### src/rtl/branch_predict_unit.sv
// ---------------------------------------------------------------------------
// branch_predict_unit
//
// Bimodal branch predictor (table of 2-bit saturating counters) plus the
// execute-stage branch/jump resolution logic that picks the next-PC source
// and requests a pipeline flush.
//
// Parameters
//   PC_W      : PC width in bits
//   BHT_DEPTH : number of 2-bit counters (power of two, 2..256)
//   CNT_INIT  : counter value loaded while reset is asserted
//
// Ports
//   clk     in   rising-edge clock
//   rst     in   synchronous, active-low reset
//   pcf     in   fetch-stage PC (lookup address)
//   predf   out  fetch prediction, 1 = taken
//   pce     in   execute-stage PC (update address)
//   valide  in   execute slot holds a real instruction (0 = bubble)
//   zero    in   ALU flag: operands equal
//   neg     in   ALU flag: signed less-than
//   ltu     in   ALU flag: unsigned less-than
//   jumpe   in   00 none, 01 jalr, 10 jal, 11 reserved (treated as none)
//   branche in   000 none, 001 beq, 010 bne, 011 blt, 100 bge,
//                101 bltu, 110 bgeu, 111 reserved (treated as none)
//   prede   in   prediction made in fetch for the execute-stage instruction
//   pcsrce  out  00 sequential/predicted, 01 branch/jal target,
//                10 jalr target, 11 pce+4 recovery
//   flushe  out  flush the D and E pipeline registers
//
// Optional feature (macro BPU_STATS_EN):
//   brcnt   out  [31:0] saturating count of resolved valid branches
//   mispcnt out  [31:0] saturating count of mispredicted branches
// ---------------------------------------------------------------------------
module branch_predict_unit #(
  parameter int         PC_W      = 32,
  parameter int         BHT_DEPTH = 16,
  parameter logic [1:0] CNT_INIT  = 2'b01
) (
  input  logic            clk,
  input  logic            rst,
  input  logic [PC_W-1:0] pcf,
  output logic            predf,
  input  logic [PC_W-1:0] pce,
  input  logic            valide,
  input  logic            zero,
  input  logic            neg,
  input  logic            ltu,
  input  logic [1:0]      jumpe,
  input  logic [2:0]      branche,
  input  logic            prede,
  output logic [1:0]      pcsrce,
  output logic            flushe
`ifdef BPU_STATS_EN
  ,
  output logic [31:0]     brcnt,
  output logic [31:0]     mispcnt
`endif
);

  localparam int IDX_W = $clog2(BHT_DEPTH);

  // One saturating step of a 2-bit counter towards taken (up=1) or not-taken.
  function automatic logic [1:0] sat_step(input logic [1:0] cnt, input logic up);
    logic [1:0] res;
    res = cnt;
    if (up) begin
      if (cnt != 2'b11) res = cnt + 2'b01;
      else              res = cnt;
    end else begin
      if (cnt != 2'b00) res = cnt - 2'b01;
      else              res = cnt;
    end
    return res;
  endfunction

  logic [IDX_W-1:0] idx_f;
  logic [IDX_W-1:0] idx_e;
  logic [1:0]       bht_q [BHT_DEPTH];
  logic [1:0]       bht_d [BHT_DEPTH];
  logic             taken;
  logic             is_branch;
  logic             bht_upd;
  logic             mispred;

  // Instructions are word aligned, so the two LSBs carry no index information.
  assign idx_f = pcf[IDX_W+1:2];
  assign idx_e = pce[IDX_W+1:2];

  // PC bits outside the index field are intentionally ignored.
  logic unused_pc_bits;
  assign unused_pc_bits = ^{pcf[PC_W-1:IDX_W+2], pcf[1:0], pce[PC_W-1:IDX_W+2], pce[1:0]};

  // Fetch lookup: reads the registered table, so a same-edge update is not
  // bypassed; during reset the table is being loaded with CNT_INIT.
  always_comb begin
    if (!rst) predf = CNT_INIT[1];
    else      predf = bht_q[idx_f][1];
  end

  // Branch condition evaluation from the ALU flags.
  always_comb begin
    taken = 1'b0;
    case (branche)
      3'b001:  taken = zero;
      3'b010:  taken = ~zero;
      3'b011:  taken = neg;
      3'b100:  taken = ~neg;
      3'b101:  taken = ltu;
      3'b110:  taken = ~ltu;
      default: taken = 1'b0;
    endcase
  end

  // Execute-stage resolution: jumps take priority over any branch encoding.
  always_comb begin
    pcsrce    = 2'b00;
    flushe    = 1'b0;
    is_branch = 1'b0;
    mispred   = 1'b0;
    if (valide) begin
      case (jumpe)
        2'b01: begin
          pcsrce = 2'b10;
          flushe = 1'b1;
        end
        2'b10: begin
          pcsrce = 2'b01;
          flushe = 1'b1;
        end
        default: begin
          if ((branche != 3'b000) && (branche != 3'b111)) begin
            is_branch = 1'b1;
            if (taken && !prede) begin
              pcsrce  = 2'b01;
              flushe  = 1'b1;
              mispred = 1'b1;
            end else if (!taken && prede) begin
              pcsrce  = 2'b11;
              flushe  = 1'b1;
              mispred = 1'b1;
            end else begin
              pcsrce  = 2'b00;
              flushe  = 1'b0;
            end
          end else begin
            is_branch = 1'b0;
          end
        end
      endcase
    end else begin
      pcsrce = 2'b00;
      flushe = 1'b0;
    end
  end

  assign bht_upd = is_branch;

  // Next-state of the counter table: only the resolving branch's entry moves.
  always_comb begin
    bht_d = bht_q;
    if (bht_upd) bht_d[idx_e] = sat_step(bht_q[idx_e], taken);
    else         bht_d[idx_e] = bht_q[idx_e];
  end

  // Counter table register; reset overrides any concurrent update.
  always_ff @(posedge clk) begin
    if (!rst) begin
      for (int i = 0; i < BHT_DEPTH; i++) bht_q[i] <= CNT_INIT;
    end else begin
      bht_q <= bht_d;
    end
  end

`ifdef BPU_STATS_EN
  logic [31:0] brcnt_q;
  logic [31:0] brcnt_d;
  logic [31:0] mispcnt_q;
  logic [31:0] mispcnt_d;

  // Saturating statistics counters.
  always_comb begin
    brcnt_d   = brcnt_q;
    mispcnt_d = mispcnt_q;
    if (is_branch && (brcnt_q != 32'hFFFF_FFFF)) brcnt_d = brcnt_q + 32'd1;
    else                                         brcnt_d = brcnt_q;
    if (mispred && (mispcnt_q != 32'hFFFF_FFFF)) mispcnt_d = mispcnt_q + 32'd1;
    else                                         mispcnt_d = mispcnt_q;
  end

  // Statistics registers.
  always_ff @(posedge clk) begin
    if (!rst) begin
      brcnt_q   <= 32'd0;
      mispcnt_q <= 32'd0;
    end else begin
      brcnt_q   <= brcnt_d;
      mispcnt_q <= mispcnt_d;
    end
  end

  assign brcnt   = brcnt_q;
  assign mispcnt = mispcnt_q;
`endif

endmodule
### config.mk
export PLATFORM = sky130hd
export DESIGN_NAME = branch_predict_unit
export DESIGN_NICKNAME = d
export VERILOG_FILES = /design/src/rtl/branch_predict_unit.sv
export SDC_FILE = /design/constraint.sdc
export NUM_CORES = 1
export LEC_CHECK = 0
export CAP_MARGIN = 20
export CORE_ASPECT_RATIO = 0.6
export CORE_MARGIN = 2
export CORE_UTILIZATION = 44
export CTS_BUF_LIST = sky130_fd_sc_hd__clkbuf_4 sky130_fd_sc_hd__clkbuf_8
export DETAILED_ROUTE_END_ITERATION = 7
export GPL_TIMING_DRIVEN = 0
export PLACE_DENSITY = 0.88
export SYNTH_ARGS = -nofsm -noshare
export SYNTH_HDL_FRONTEND = slang
export SYNTH_SLANG_ARGS = --single-unit
export TNS_END_PERCENT = 50
### constraint.sdc
create_clock -name clk -period 3.1 [get_ports clk]
set_clock_uncertainty 0.15 [all_clocks]
set_input_delay 0.31 -clock clk [delete_from_list [all_inputs] [get_ports clk]]
set_output_delay 0.31 -clock clk [all_outputs]
set_load 0.05 [all_outputs]
==> impl_metrics.json, run 1 <==
{
  "status": "finished clean",
  "dp.cells": 300,
  "grt_pass1_wl_um": 8480,
  "dieArea_mm2": 0.00494,
  "drt-pass1-iter-count": 5,
  "synth_top_family_by_area": "compound AO/OA/AOI/OAI gates",
  "setup_viol": 0,
  "largest_registers": "bht_q (32)",
  "largest_register_ffs": 32,
  "maxCapViolations": 0,
  "tightest_slew_ps": 624,
  "rsz0062_at_grt": "no",
  "rr_worst_depth": 7,
  "switching_share_pct": 29.1,
  "drc": 0,
  "fin_crit_ps": 3040,
  "cp.arrival_ps": 2580,
  "initial_utilization_pct": 46.3,
  "yosysSeqAreaShare_pct": 33.2,
  "cts_resized": 9,
  "place_hpwl_um": 3910,
  "syn-num-nets": 298,
  "clock_path_buffers": 2,
  "synth-seq-cells": 32,
  "cts_sinks": 32,
  "yosys-top-cells-area": "dfxtp_1 33%, mux4_2 13%, a21oi_1 6.2%",
  "power_frac_seq_pct": 43.3,
  "whs_ps": 369,
  "portBuffers": 21,
  "crit_top_cell": "mux4_2",
  "syn_area_per_cell_um2": 8.80,
  "crit_fanout": 4,
  "post-synth-top-area-fraction_pct": 33.2,
  "gp_congestion": 0.956,
  "max_freq_ghz": 0.329,
  "post_drt_wl_per_cell_um": 17.1,
  "hold_violations": 0,
  "crit_slowest_cell": "clkdlybuf4s50_1",
  "core_mm2": 0.00417,
  "top_register": "bht_q",
  "finalMaxSlewViolations": 0,
  "clk_latency_ps": 280,
  "grt_pass1_vias": 1746,
  "synth_compound_area_share_pct": 23.8,
  "grt_max_degree": 11,
  "combPwrFrac_pct": 21.5,
  "numCtsBuffers": 5,
  "cts_hold_buf": 0,
  "hold_class": "reg -> reg",
  "diodes": 0,
  "hold_depth": 2,
  "antenna_found_initial": 0,
  "cellPowerDensity_mw_per_mm2": 434,
  "final_layout_size_suffix_gt1_share_pct": 20.2,
  "final_core_util_pct": 55.3,
  "vias_per_cell": 5.91,
  "internal_power_mw": 0.709,
  "path_cells": "clkdlybuf4s50_1, mux4_2, mux4_2, and2_1, dlygate4sd2_1",
  "die_w_um": 89.5,
  "grt-ovfl-total": 0,
  "yosys.area_share.simple_pct": 18.2,
  "nets": 326,
  "fin_cells": 308,
  "fin_crit_sh_pct": 98.1,
  "die_h_um": 55.3,
  "num_vias": 1820,
  "num_rows": 18,
  "power.leakage_nw": 0.842,
  "ant_nets": 0,
  "multi_input_area_mm2": 0.00119,
  "slew_headroom_pct": 58.0,
  "syn_to_final_growth_pct": 19.5,
  "critPathRequiredTime_ps": 2640,
  "p_switching_mw": 0.291,
  "crit_type": "in -> out",
  "drt_iter0_markers": 169,
  "crit_path_end_kind": "output port",
  "clkTransAtPathRegs_ps": 70,
  "grt_usage_pct": 22.9,
  "slowest_delay_ps": 670,
  "seqCellArea_um2": 641,
  "cts_setup_buffers": 0,
  "p_clk_share_pct": 35.2,
  "root_buffer": "clkbuf_8",
  "ys_warn_count": 0,
  "drt_wl_total_um": 5270,
  "muxShareOfSynthArea_pct": 16.7,
  "htreeDepth": 2,
  "fillers": 375,
  "cts_tree": "built",
  "ir_drop_mv": 0.219,
  "synth_xor_area_share_pct": 0,
  "num_io_pins": 80,
  "crit_path_start_kind": "input port",
  "synthAdderAreaFrac_pct": 2.66,
  "synth_cell_types": 36,
  "syn-cell-area_mm2": 0.00193,
  "synth_cells": 219,
  "synth_largest_area_cell": "dfxtp_1"
}
worst paths after layout:
kind	startpoint	to	slack, ps
setup / recovery	pcf[2]	predf	60
hold / removal	bht_q[10]	bht_q[10]	370
setup reg to reg	bht_q[12]	bht_q[20]	830
hold reg to reg	bht_q[10]	bht_q[10]	370
placed cells by master, fill, tap and decap left out, types with 2 or more instances in the layout:
cell type,netlist,layout
nand2b_1,3,3
clkbuf_4,0,2
buf_8,2,2
o21ai_0,18,18
buf_2,5,6
nand2_1,27,27
buf_6,2,2
mux4_1,2,2
clkbuf_1,4,4
mux4_2,11,11
ha_1,3,3
a21oi_2,10,11
nand4_1,2,2
dfxtp_1,32,32
and2_1,3,3
inv_1,3,3
nor2b_1,2,2
clkdlybuf4s50_1,0,17
a21oi_1,24,23
nor2_1,26,26
o21ai_1,17,17
mux2_2,2,2
clkbuf_8,0,6
nor3_1,6,6
per-layer routing:
metal / global-route usage [%] / up-vias / share of wire, %
met5: 0 / - / 0
li1: - / 846 / -
met1: 34.7 / 847 / 46
met2: 30.5 / 106 / 41
met3: 6.43 / 21 / 9.8
met4: 8.53 / 0 / 2.8
power by group through the flow:
stage               Clock (mW)  Sequential, mW  Combinational [mW]
finish                   0.352           0.433               0.215
global route             0.374           0.433               0.230
CTS                      0.357           0.432               0.212
detailed placement           0           0.441               0.212
global placement             0           0.440               0.207
floorplan                    0           0.437               0.144
worst max-delay path, delay by kind of cell:
family / cells / cell delay, ps
buf+inv: 2 / 1080
mux: 2 / 1030
simple gates: 1 / 160
metrics by stage:
stage               TNS (ps)  setup WS [ps]  instance area (um^2)  total power [mW]
floorplan                  0            282                  1930             0.581
global placement       -1200           -412                  2210             0.647
detailed placement     -1370           -473                  2210             0.653
finish                     0           59.7                  2300              1.00
global route               0           1.24                  2300              1.04
CTS                    -56.4          -37.2                  2310              1.00
cells in the mapped netlist:
master and n:
o21ai_1 17, buf_2 5, inv_1 3, or2b_1 1, nor2_4 1, clkbuf_1 4
and2_1 3, a22o_4 1, ha_1 3, nor3_1 6, nand3_1 1, mux2_2 2
dfxtp_1 32, o21a_1 1, or3b_1 1, buf_6 2, o221ai_1 1, or3_1 1
mux4_2 11, nand4_1 2, nand2_1 27, nand2b_1 3, nor2_2 1, a22o_1 1
o21ai_4 1, a21oi_2 10, nor2_1 26, nor4_1 1, a21oi_1 24, o21ai_0 18
nor2b_1 2, a21oi_4 1, mux4_1 2, maj3_4 1, buf_8 2, and4_1 1
cell type report:
| type | count | share of cell area [%] |
|---|---|---|
| tap | 60 | 3.26 |
| clock buffer | 8 | 4.23 |
| multi-input combinational | 171 | 51.5 |
| buffer | 13 | 4.02 |
| sequential | 32 | 27.8 |
| timing repair buffer | 21 | 8.69 |
| inverter | 3 | 0.489 |
kinds of logic after synthesis:
| kind of cell | count (synthesis) |
|---|---|
| buf+inv | 16 |
| compound gates | 75 |
| fa+ha+maj | 4 |
| mux | 15 |
| simple gates | 77 |
| flops | 32 |
No activity file was read; power rests on OpenSTA's default activity.
==> run 2, diff against run 1 <==
Settings changed: ABC_AREA set to 1, CORE_UTILIZATION 44 to 50, PLACE_DENSITY 0.88 to 0.94, REMOVE_ABC_BUFFERS set to 1.
==> run 2 against run 1 <==
  * Register-to-register slack gained 390 ps
  * Flip-flop and latch count did not move
  * Global-route usage grew 2.0 points
  * Synthesized cell count is 59% higher
  * Sequential share of layout area shrank 2.4 points
  * Critical path type unchanged
  * Largest cell class unchanged
  * Largest power group unchanged
  * Highest routed layer unchanged
==> impl_metrics.json, run 2 <==
{
  "grt_pass1_wl_um": 9770,
  "rsz0062_at_grt": "no",
  "ant_nets": 0,
  "ys_warn_count": 0,
  "crit_path_start_kind": "input port",
  "grt.busiest_layer": "met2",
  "synth_cell_types": 30,
  "drc": 0,
  "stdcell_area_mm2": 0.00252,
  "grt_pass1_vias": 2141,
  "drt_wl_total_um": 5760,
  "synth-seq-cells": 32,
  "cts_sinks": 32,
  "portBuffers": 23,
  "nets": 448,
  "final_cell_mix": "141 x nand2_1, 47 x a21oi_1, 32 x dfxtp_1, 26 x nor2_1, 20 x clkdlybuf4s50_1",
  "num_vias": 2323,
  "grt_usage_pct": 24.9,
  "whs_ps": 318,
  "synth_edf_count": 0,
  "combPwrFrac_pct": 22.1,
  "yosys-top-cells-area": "dfxtp_1 29%, nand2_1 24%, a21oi_1 11%",
  "antenna_found_initial": 0,
  "num_rows": 18,
  "vias_per_cell": 5.40,
  "cts_tree": "built",
  "ys_async_sr_fraction_pct": 0,
  "gp_congestion": 0.902,
  "syn-cell-area_mm2": 0.00219,
  "post-synth-top-area-fraction_pct": 29.3,
  "grt_max_degree": 22,
  "p_clk_share_pct": 35.3,
  "critPathRequiredTime_ps": 2640,
  "initial_utilization_pct": 52.7,
  "crit_type": "in -> out",
  "fin_cells": 430,
  "final_layout_size_suffix_gt1_share_pct": 14.1,
  "top_register": "bht_q",
  "numCtsBuffers": 5,
  "hold_violations": 0,
  "yosysSeqAreaShare_pct": 29.3,
  "cellPowerDensity_mw_per_mm2": 397,
  "fin_crit_ps": 2970,
  "crit_path_end_kind": "output port",
  "core_mm2": 0.00414,
  "ir_drop_mv": 0.263,
  "multi_input_area_mm2": 0.00135,
  "placed_area_mm2": 0.00243,
  "root_buffer": "clkbuf_8",
  "grt-ovfl-total": 0,
  "drt-pass1-iter-count": 4,
  "syn_area_per_cell_um2": 6.26,
  "synth_cells": 349,
  "drt_iter0_markers": 178,
  "switching_share_pct": 30.7,
  "synth_commonest_cells": "141 x nand2_1, 47 x a21oi_1, 32 x dfxtp_1, 26 x nor2_1, 19 x inv_1",
  "slew_headroom_pct": 46.7,
  "yosys_most_used_dff": "dfxtp_1",
  "maxCapViolations": 0,
  "total_power_mw": 1.00,
  "place_hpwl_um": 4240,
  "seqCellArea_um2": 641,
  "max_freq_ghz": 0.337,
  "final_common_cell": "nand2_1",
  "clock_path_buffers": 2,
  "post_drt_wl_per_cell_um": 13.4,
  "status": "finished clean",
  "largest_registers": "bht_q (32)",
  "clk_latency_ps": 290,
  "diodes": 0,
  "power.leakage_nw": 0.983,
  "hold_class": "reg -> reg",
  "clkTransAtPathRegs_ps": 60,
  "setup_viol": 0,
  "worst_slack_ps": 134,
  "syn_to_final_growth_pct": 15.4,
  "use_met2_pct": 37.6,
  "use_met1_pct": 35.0,
  "finalMaxSlewViolations": 0,
  "die_w_um": 89.4,
  "largest_register_ffs": 32,
  "dieArea_mm2": 0.00493,
  "place_ws_ps": -165,
  "htreeDepth": 2,
  "cts_setup_buffers": 0,
  "internal_power_mw": 0.694,
  "grt_use_met3_pct": 7.47,
  "crit_fanout": 4,
  "synth_largest_area_cell": "dfxtp_1",
  "die_h_um": 55.2,
  "tns_ps": 0,
  "synth.most_common_cell": "nand2_1",
  "p_switching_mw": 0.307,
  "final_core_util_pct": 60.9,
  "tightest_slew_ps": 797,
  "power_frac_seq_pct": 42.7,
  "fillers": 392,
  "num_io_pins": 80,
  "dp.cells": 422,
  "fin_crit_sh_pct": 95.7,
  "cp.arrival_ps": 2510
}
run 2: cell types whose count changed after synthesis, sizes merged, moves of 3 or more:
cell | before | now
nor3 | 6 | 2
nor2 | 28 | 33
a21oi | 35 | 57
and2 | 3 | 0
nand2 | 27 | 159
mux4 | 13 | 0
inv | 3 | 25
o211ai | 0 | 3
nand2b | 3 | 0
o21ai | 36 | 12
run 2: final cells by class:
cell class | count | area share, %
well taps | 60 | 2.98
clock buffers | 8 | 3.87
inverters | 26 | 4.07
multi-input cells | 280 | 53.6
repair buffers | 24 | 10.1
flip-flops and latches | 32 | 25.4
run 2: final timing paths:
| check | startpoint | endpoint | slack [ps] | depth (start not counted) |
|---|---|---|---|---|
| setup / recovery | branche[0] | pcsrce[0] | 130 | 12 |
| hold reg to reg | bht_q[22] | bht_q[22] | 320 | 2 |
| hold / removal | bht_q[22] | bht_q[22] | 320 | 2 |
| setup reg to reg | bht_q[20] | bht_q[28] | 1220 | 10 |
run 2: logic make-up (layout without fill, tap and decap cells):
family	after synthesis	in the layout	synth area share, %
DFF	32	32	29.3
AOI/OAI and AO/OA	78	78	20.7
adders and majority gates	3	3	1.72
and+or+nand+nor	199	199	39.4
buffers and inverters	37	58	8.81
run 2: power by group through the flow:
stage / sequential (mW) / clock (mW) / combinational [mW]
6_report: 0.427 / 0.353 / 0.221
2_1_floorplan: 0.434 / 0 / 0.138
4_1_cts: 0.427 / 0.357 / 0.217
3_3_place_gp: 0.436 / 0 / 0.209
5_1_grt: 0.428 / 0.380 / 0.241
3_5_place_dp: 0.436 / 0 / 0.219
run 2: timing repair:
item / CTS / global route
gates resized for setup: 3 / 0
setup endpoints to repair: 3 / 0
hold buffers: 0 / 0
run 2: routing by layer:
metal / share of wire, % / vias up
met3: 8.4 / 7
li1: - / 1165
met5: 0 / -
met4: 0.80 / 0
met2: 45 / 76
met1: 46 / 1075
run 2: worst max-delay path: stages:
cell,delay [ps]
clkdlybuf4s50_1,500
inv_1,80
nand2_1,60
o22ai_1,60
nand2_1,60
nand2_1,40
nor2_1,240
ha_1,290
nor2_1,110
o21a_1,130
o21a_1,110
dlygate4sd2_1,520
==> run 3, diff against run 2 <==
Settings changed: GPL_ROUTABILITY_DRIVEN set to 1, SLEW_MARGIN set to 20.
==> results of run 3 <==
The final DEF is identical to that of run 2; final timing and power are the same.
